`config.mk`:
```
export PLATFORM = sky130hd
export DESIGN_NAME = ysyx_23060201_lsu
export DESIGN_NICKNAME = d
export VERILOG_FILES = /design/src/rtl/ysyx_23060201_lsu.sv
export SDC_FILE = /design/constraint.sdc
export NUM_CORES = 1
export LEC_CHECK = 0
export ABC_CLOCK_PERIOD_IN_PS = 1740
export BUFFER_PORTS_ARGS = -buffer_cell sky130_fd_sc_hd__buf_4
export CORE_ASPECT_RATIO = 1.5
export CORE_UTILIZATION = 25
export DETAILED_ROUTE_END_ITERATION = 16
export PLACE_DENSITY = 0.5
export SYNTH_ARGS = -nofsm -noshare
export SYNTH_HDL_FRONTEND = slang
export SYNTH_SLANG_ARGS = --single-unit
```
`constraint.sdc`:
```
create_clock -name clk -period 1.74 [get_ports clk]
set_input_delay 0.174 -clock clk [delete_from_list [all_inputs] [get_ports clk]]
set_output_delay 0.174 -clock clk [all_outputs]
set_load 0.01 [all_outputs]
```
`src/rtl/ysyx_23060201_lsu.sv`:
```
// Load/store unit: turns one EXU request into a single aligned data-memory access
// and returns the extended load result (or an error) to the WBU.
module ysyx_23060201_lsu #(
  parameter int MEM_ADDR_WIDTH = 32,
  parameter int DATA_WIDTH     = 32
) (
  input  logic                      clk,
  input  logic                      rst,
  input  logic                      in_valid,
  output logic                      in_ready,
  input  logic                      in_wen,
  input  logic [2:0]                in_funct3,
  input  logic [MEM_ADDR_WIDTH-1:0] in_addr,
  input  logic [DATA_WIDTH-1:0]     in_wdata,
  output logic                      out_valid,
  input  logic                      out_ready,
  output logic [DATA_WIDTH-1:0]     out_rdata,
  output logic                      out_err,
  output logic                      mem_wen,
  output logic [MEM_ADDR_WIDTH-1:0] mem_waddr,
  output logic [7:0]                mem_wmask,
  output logic [DATA_WIDTH-1:0]     mem_wdata,
  output logic                      mem_ren,
  output logic [MEM_ADDR_WIDTH-1:0] mem_raddr,
  output logic [7:0]                mem_rmask,
  input  logic [DATA_WIDTH-1:0]     mem_rdata
);

  typedef enum logic [1:0] {
    IDLE  = 2'd0,
    ISSUE = 2'd1,
    RESP  = 2'd2
  } state_t;

  state_t                  state_r;
  logic                    wen_r;
  logic [2:0]              funct3_r;
  logic [1:0]              off_r;
  logic                    req_err_s;
  logic [3:0]              req_mask_s;
  logic [DATA_WIDTH-1:0]   ld_data_s;

  function automatic logic illegal_op(input logic wen, input logic [2:0] f3);
    if (wen) begin
      return f3 > 3'b010;
    end else begin
      return (f3 == 3'b011) || (f3 == 3'b110) || (f3 == 3'b111);
    end
  endfunction

  // funct3[1:0] encodes the access size for both loads and stores
  function automatic logic misaligned(input logic [2:0] f3, input logic [1:0] off);
    case (f3[1:0])
      2'b01:   return off[0];
      2'b10:   return off != 2'b00;
      default: return 1'b0;
    endcase
  endfunction

  function automatic logic [3:0] byte_mask(input logic [2:0] f3, input logic [1:0] off);
    case (f3[1:0])
      2'b00:   return 4'b0001 << off;
      2'b01:   return 4'b0011 << off;
      default: return 4'b1111;
    endcase
  endfunction

  function automatic logic [DATA_WIDTH-1:0] load_extend(input logic [2:0] f3,
                                                        input logic [1:0] off,
                                                        input logic [DATA_WIDTH-1:0] rdata);
    logic [DATA_WIDTH-1:0] sh;
    sh = rdata >> {off, 3'b000};
    case (f3)
      3'b000:  return {{(DATA_WIDTH-8){sh[7]}}, sh[7:0]};
      3'b100:  return {{(DATA_WIDTH-8){1'b0}}, sh[7:0]};
      3'b001:  return {{(DATA_WIDTH-16){sh[15]}}, sh[15:0]};
      3'b101:  return {{(DATA_WIDTH-16){1'b0}}, sh[15:0]};
      3'b010:  return sh;
      default: return {DATA_WIDTH{1'b0}};
    endcase
  endfunction

  // Request decode from live inputs and load extraction from the captured request
  always_comb begin
    req_err_s  = illegal_op(in_wen, in_funct3) || misaligned(in_funct3, in_addr[1:0]);
    req_mask_s = byte_mask(in_funct3, in_addr[1:0]);
    ld_data_s  = load_extend(funct3_r, off_r, mem_rdata);
  end

  // Control FSM; every output is a register updated here
  always_ff @(posedge clk) begin
    if (rst) begin
      state_r   <= IDLE;
      wen_r     <= 1'b0;
      funct3_r  <= 3'b000;
      off_r     <= 2'b00;
      in_ready  <= 1'b1;
      out_valid <= 1'b0;
      out_rdata <= {DATA_WIDTH{1'b0}};
      out_err   <= 1'b0;
      mem_wen   <= 1'b0;
      mem_ren   <= 1'b0;
      mem_waddr <= {MEM_ADDR_WIDTH{1'b0}};
      mem_raddr <= {MEM_ADDR_WIDTH{1'b0}};
      mem_wmask <= 8'h00;
      mem_rmask <= 8'h00;
      mem_wdata <= {DATA_WIDTH{1'b0}};
    end else begin
      case (state_r)
        IDLE: begin
          if (in_valid) begin
            wen_r    <= in_wen;
            funct3_r <= in_funct3;
            off_r    <= in_addr[1:0];
            in_ready <= 1'b0;
            if (req_err_s) begin
              state_r   <= RESP;
              out_valid <= 1'b1;
              out_err   <= 1'b1;
              out_rdata <= {DATA_WIDTH{1'b0}};
            end else begin
              state_r   <= ISSUE;
              mem_wen   <= in_wen;
              mem_ren   <= ~in_wen;
              mem_waddr <= {in_addr[MEM_ADDR_WIDTH-1:2], 2'b00};
              mem_raddr <= {in_addr[MEM_ADDR_WIDTH-1:2], 2'b00};
              mem_wmask <= {4'b0000, req_mask_s};
              mem_rmask <= {4'b0000, req_mask_s};
              mem_wdata <= in_wen ? (in_wdata << {in_addr[1:0], 3'b000}) : {DATA_WIDTH{1'b0}};
            end
          end
        end
        ISSUE: begin
          // mem_rdata is only valid during this cycle, so the result is latched now
          state_r   <= RESP;
          out_valid <= 1'b1;
          out_err   <= 1'b0;
          out_rdata <= wen_r ? {DATA_WIDTH{1'b0}} : ld_data_s;
          mem_wen   <= 1'b0;
          mem_ren   <= 1'b0;
          mem_waddr <= {MEM_ADDR_WIDTH{1'b0}};
          mem_raddr <= {MEM_ADDR_WIDTH{1'b0}};
          mem_wmask <= 8'h00;
          mem_rmask <= 8'h00;
          mem_wdata <= {DATA_WIDTH{1'b0}};
        end
        RESP: begin
          if (out_ready) begin
            state_r   <= IDLE;
            in_ready  <= 1'b1;
            out_valid <= 1'b0;
            out_err   <= 1'b0;
            out_rdata <= {DATA_WIDTH{1'b0}};
          end
        end
        default: begin
          state_r   <= IDLE;
          in_ready  <= 1'b1;
          out_valid <= 1'b0;
          out_err   <= 1'b0;
          out_rdata <= {DATA_WIDTH{1'b0}};
          mem_wen   <= 1'b0;
          mem_ren   <= 1'b0;
        end
      endcase
    end
  end

endmodule

```
==> results by group <==
Worst hold path
  – Hold Path Stages: 2
  – Min-Delay Startpoint: in_addr[15]
  – HP Class: input port to register

Routing
  – Iteration-0 DRC count of the detailed router: 220
  – Vias: 4732
  – Vias/cell: 4.56
  – Drt pass-1 iters: 4
  – DRC viols: 0
  – Routed Antenna Nets: 0
  – Routed wire length: 17300 um
  – WL/cell: 16.6 um

Logic synthesis
  – Post-synth EDFFs: 0
  – Sequential fraction of the synthesis area: about two fifths
  – Post-synthesis cell count: 545
  – Netlist cell types: 54
  – Ys flop type: dfxtp_1
  – Warnings from Yosys: 0
  – Syn_area_per_cell: between 10 and 15 um^2
  – Mapped Area: 5620 um^2
  – Fraction of registers with async set/reset: 0%
  – Synth Register Bits: 111

Layout
  – Final net count: just under 900
  – Layout fillers: 2222
  – End-of-flow core utilization: ~36%
  – Diodes inserted: 0
  – Layout cell share with drive strength beyond 1: 44.0%
  – Area added between synthesis and finish: 40.7%

Clocking
  – Maximum clock path buffer count: 2
  – Clk Latency, worst-skew pair: 360 ps
  – Hold buffer count at CTS: 0
  – Clock Sinks: between 100 and 150
  – Root buffer cell: clkbuf_16
  – Number of buffers created by CTS: 9
  – CTS tree: built
  – H-Tree Depth: 3
  – Reg clk slew, reported paths: 80 ps

Global routing
  – First-pass GRT wire length: 26800 um
  – Initial antenna violation count: 0
  – Vias in the first global route: 4728
  – Gr usage total: 14.8%
  – Overflow after GRT: 0
  – Largest net degree at the start of global routing: 36

Timing
  – Period Utilization, post-route: between 90% and 100%
  – Slew Limit Fails: 0
  – Worst-Margin Slew: just under 600 ps
  – Final hold vios: 0
  – PnR worst setup slack: 97.8 ps
  – Setup Skew: about 14 ps
  – RSZ-0062 raised after global routing: no
  – Fin crit period: 1640 ps
  – Worst slew margin: about three fifths
  – Final setup violating endpoints: 0
  – Highest clock rate: 0.609 GHz

Critical path
  – Critical path origin: off_r[0]$_SDFFE_PP0P_
  – CP endpoint kind: register
  – Reg2reg start: off_r[0]$_SDFFE_PP0P_
  – WS Path Type: register to register
  – Max FO, Critical Path: 16
  – WP data required: 1990 ps
  – Startpoint Class: register
  – Worst EP arrival: about 1900 ps
  – FF-to-FF path depth: 5
  – CP Cell Sequence: mux2_2 > nor3b_2 > nor4b_4 > buf_12 > a221o_1
  – Crit path max-delay cell type: dfxtp_2
  – Worst path max stage delay: roughly 400 ps

Status
  – Status: complete, no violations

Die
  – Num ports: 253
  – Site Rows: 66
  – Initial Util: 25.7%
  – Die Area: ~23000 um^2
  – Chip Height: 186 um
  – Die width: 124 um
  – Core Box Area: 21900 um^2

Placement
  – IO buf count: 240
  – Routability congestion estimate: 0.758
  – Dpl ws: -142 ps
  – Estimated wirelength of the detail-placed design: between 10000 and 15000 um

Power
  – LEAKAGE: between 3 and 4 nW
  – PD cells: 816 nW/um^2
  – Peak VDD IR: 478 uV

Flow run
  – Max-cap violations: 0
## cells in the mapped netlist, types with 2 or more instances
cell type	instances	area (um^2)
inv_1	4	15.0
buf_4	50	375
mux2i_1	71	711
a22o_1	34	298
mux2_2	16	180
nand2b_1	35	219
nor2_1	22	82.6
nor2b_1	3	18.8
buf_1	3	11.3
buf_2	9	45.0
a21oi_1	18	90.1
and2_1	2	12.5
clkbuf_1	9	33.8
a221o_1	16	160
buf_6	14	158
o2bb2ai_1	30	263
o22ai_1	4	25.0
o21ai_0	8	40.0
nor4b_4	3	71.3
o211ai_1	9	67.6
ha_1	4	50.1
nand2_1	39	146
dfxtp_1	111	2220
## where the power goes
part | internal [mW] | leakage, nW | switching [mW] | total [mW]
combinational | 0.754 | 2.42 | 0.687 | 1.44
sequential | 2.66 | 0.902 | 0.102 | 2.76
clock | 1.16 | 0.152 | 1.09 | 2.24
total | 4.57 | 3.47 | 1.88 | 6.45
## cells in the final DEF (no fill, tap or decap), types with 8 or more instances in the layout
cell type / n
o21ai_0: 8
buf_12: 8
o2bb2ai_1: 30
nand2b_1: 35
dfxtp_1: 109
nor2_1: 22
a22o_1: 34
conb_1: 12
nand2_1: 39
clkbuf_16: 9
o211ai_1: 9
a221o_1: 16
a21oi_1: 18
mux2_2: 16
mux2i_1: 71
buf_4: 272
## cells by family (layout without fill, tap and decap cells)
group	after synthesis	count (layout)	share of synthesized area (%)
AOI/OAI and AO/OA	129	129	19.2
adders and majority gates	4	4	0.891
buffers and inverters	91	301	11.5
DFF	111	111	39.5
muxes	88	88	16.3
other	1	12	0.0667
and+or+nand+nor	121	121	12.5
## worst max-delay path, delay by kind of cell (launching register included)
kind / cells / cell delay, ps
simple gates: 2 / 330
compound gates: 1 / 260
flops: 1 / 400
mux: 1 / 370
buf+inv: 1 / 170
## final timing paths
kind,end,slack [ps]
worst max-delay path,out_rdata[25]$_SDFFE_PP0P_,100
worst min-delay path,mem_raddr[15]$_SDFFE_PP0P_,30
worst max register to register,out_rdata[25]$_SDFFE_PP0P_,100
worst min register to register,out_rdata[6]$_SDFFE_PP0P_,470
## final cells by class
cell class,instances,area [um^2],area share [%]
clock buffer,9,225,2.85
clock inverter,7,88.8,1.12
inverter,5,18.8,0.237
multi-input combinational,354,2810,35.5
sequential,111,2220,28.1
tap,272,340,4.30
timing repair buffer,280,2200,27.8
## flip-flops by register name, summed over array words and instances, names as in the netlist
register,flops
mem_ren,1
mem_raddr,30
mem_rmask,4
in_ready,1
off_r,2
out_valid,1
state_r,2
out_err,1
funct3_r,3
mem_wen,1
out_rdata,32
wen_r,1
mem_wdata,32
## routing by layer
layer | global-route usage (%) | share of wire [%]
met1 | 17.3 | 41
met2 | 26.5 | 51
met3 | 4.08 | 7.1
met4 | 3.86 | 1.1
met5 | 0 | 0
## metrics by stage
step / TNS (ps) / instance area [um^2] / power (mW) / hold slack (ps) / instances
after floorplan: 0 / 5660 / 3.67 / 307 / 556
after global placement: -4800 / 7560 / 4.27 / 389 / 1021
after detailed placement: -6830 / 7560 / 4.27 / 392 / 1021
after CTS: 0 / 7900 / 6.55 / 6.57 / 1038
after global routing: 0 / 7910 / 6.80 / 8.21 / 1038
final: 0 / 7910 / 6.45 / 26.9 / 1038
## what timing repair did
item                       in CTS  in global routing
pin swaps                       2                  0
resized for setup               3                  3
setup endpoints to repair      22                 45
setup buffers                   1                  0
Power figures use the tool's default switching activity.
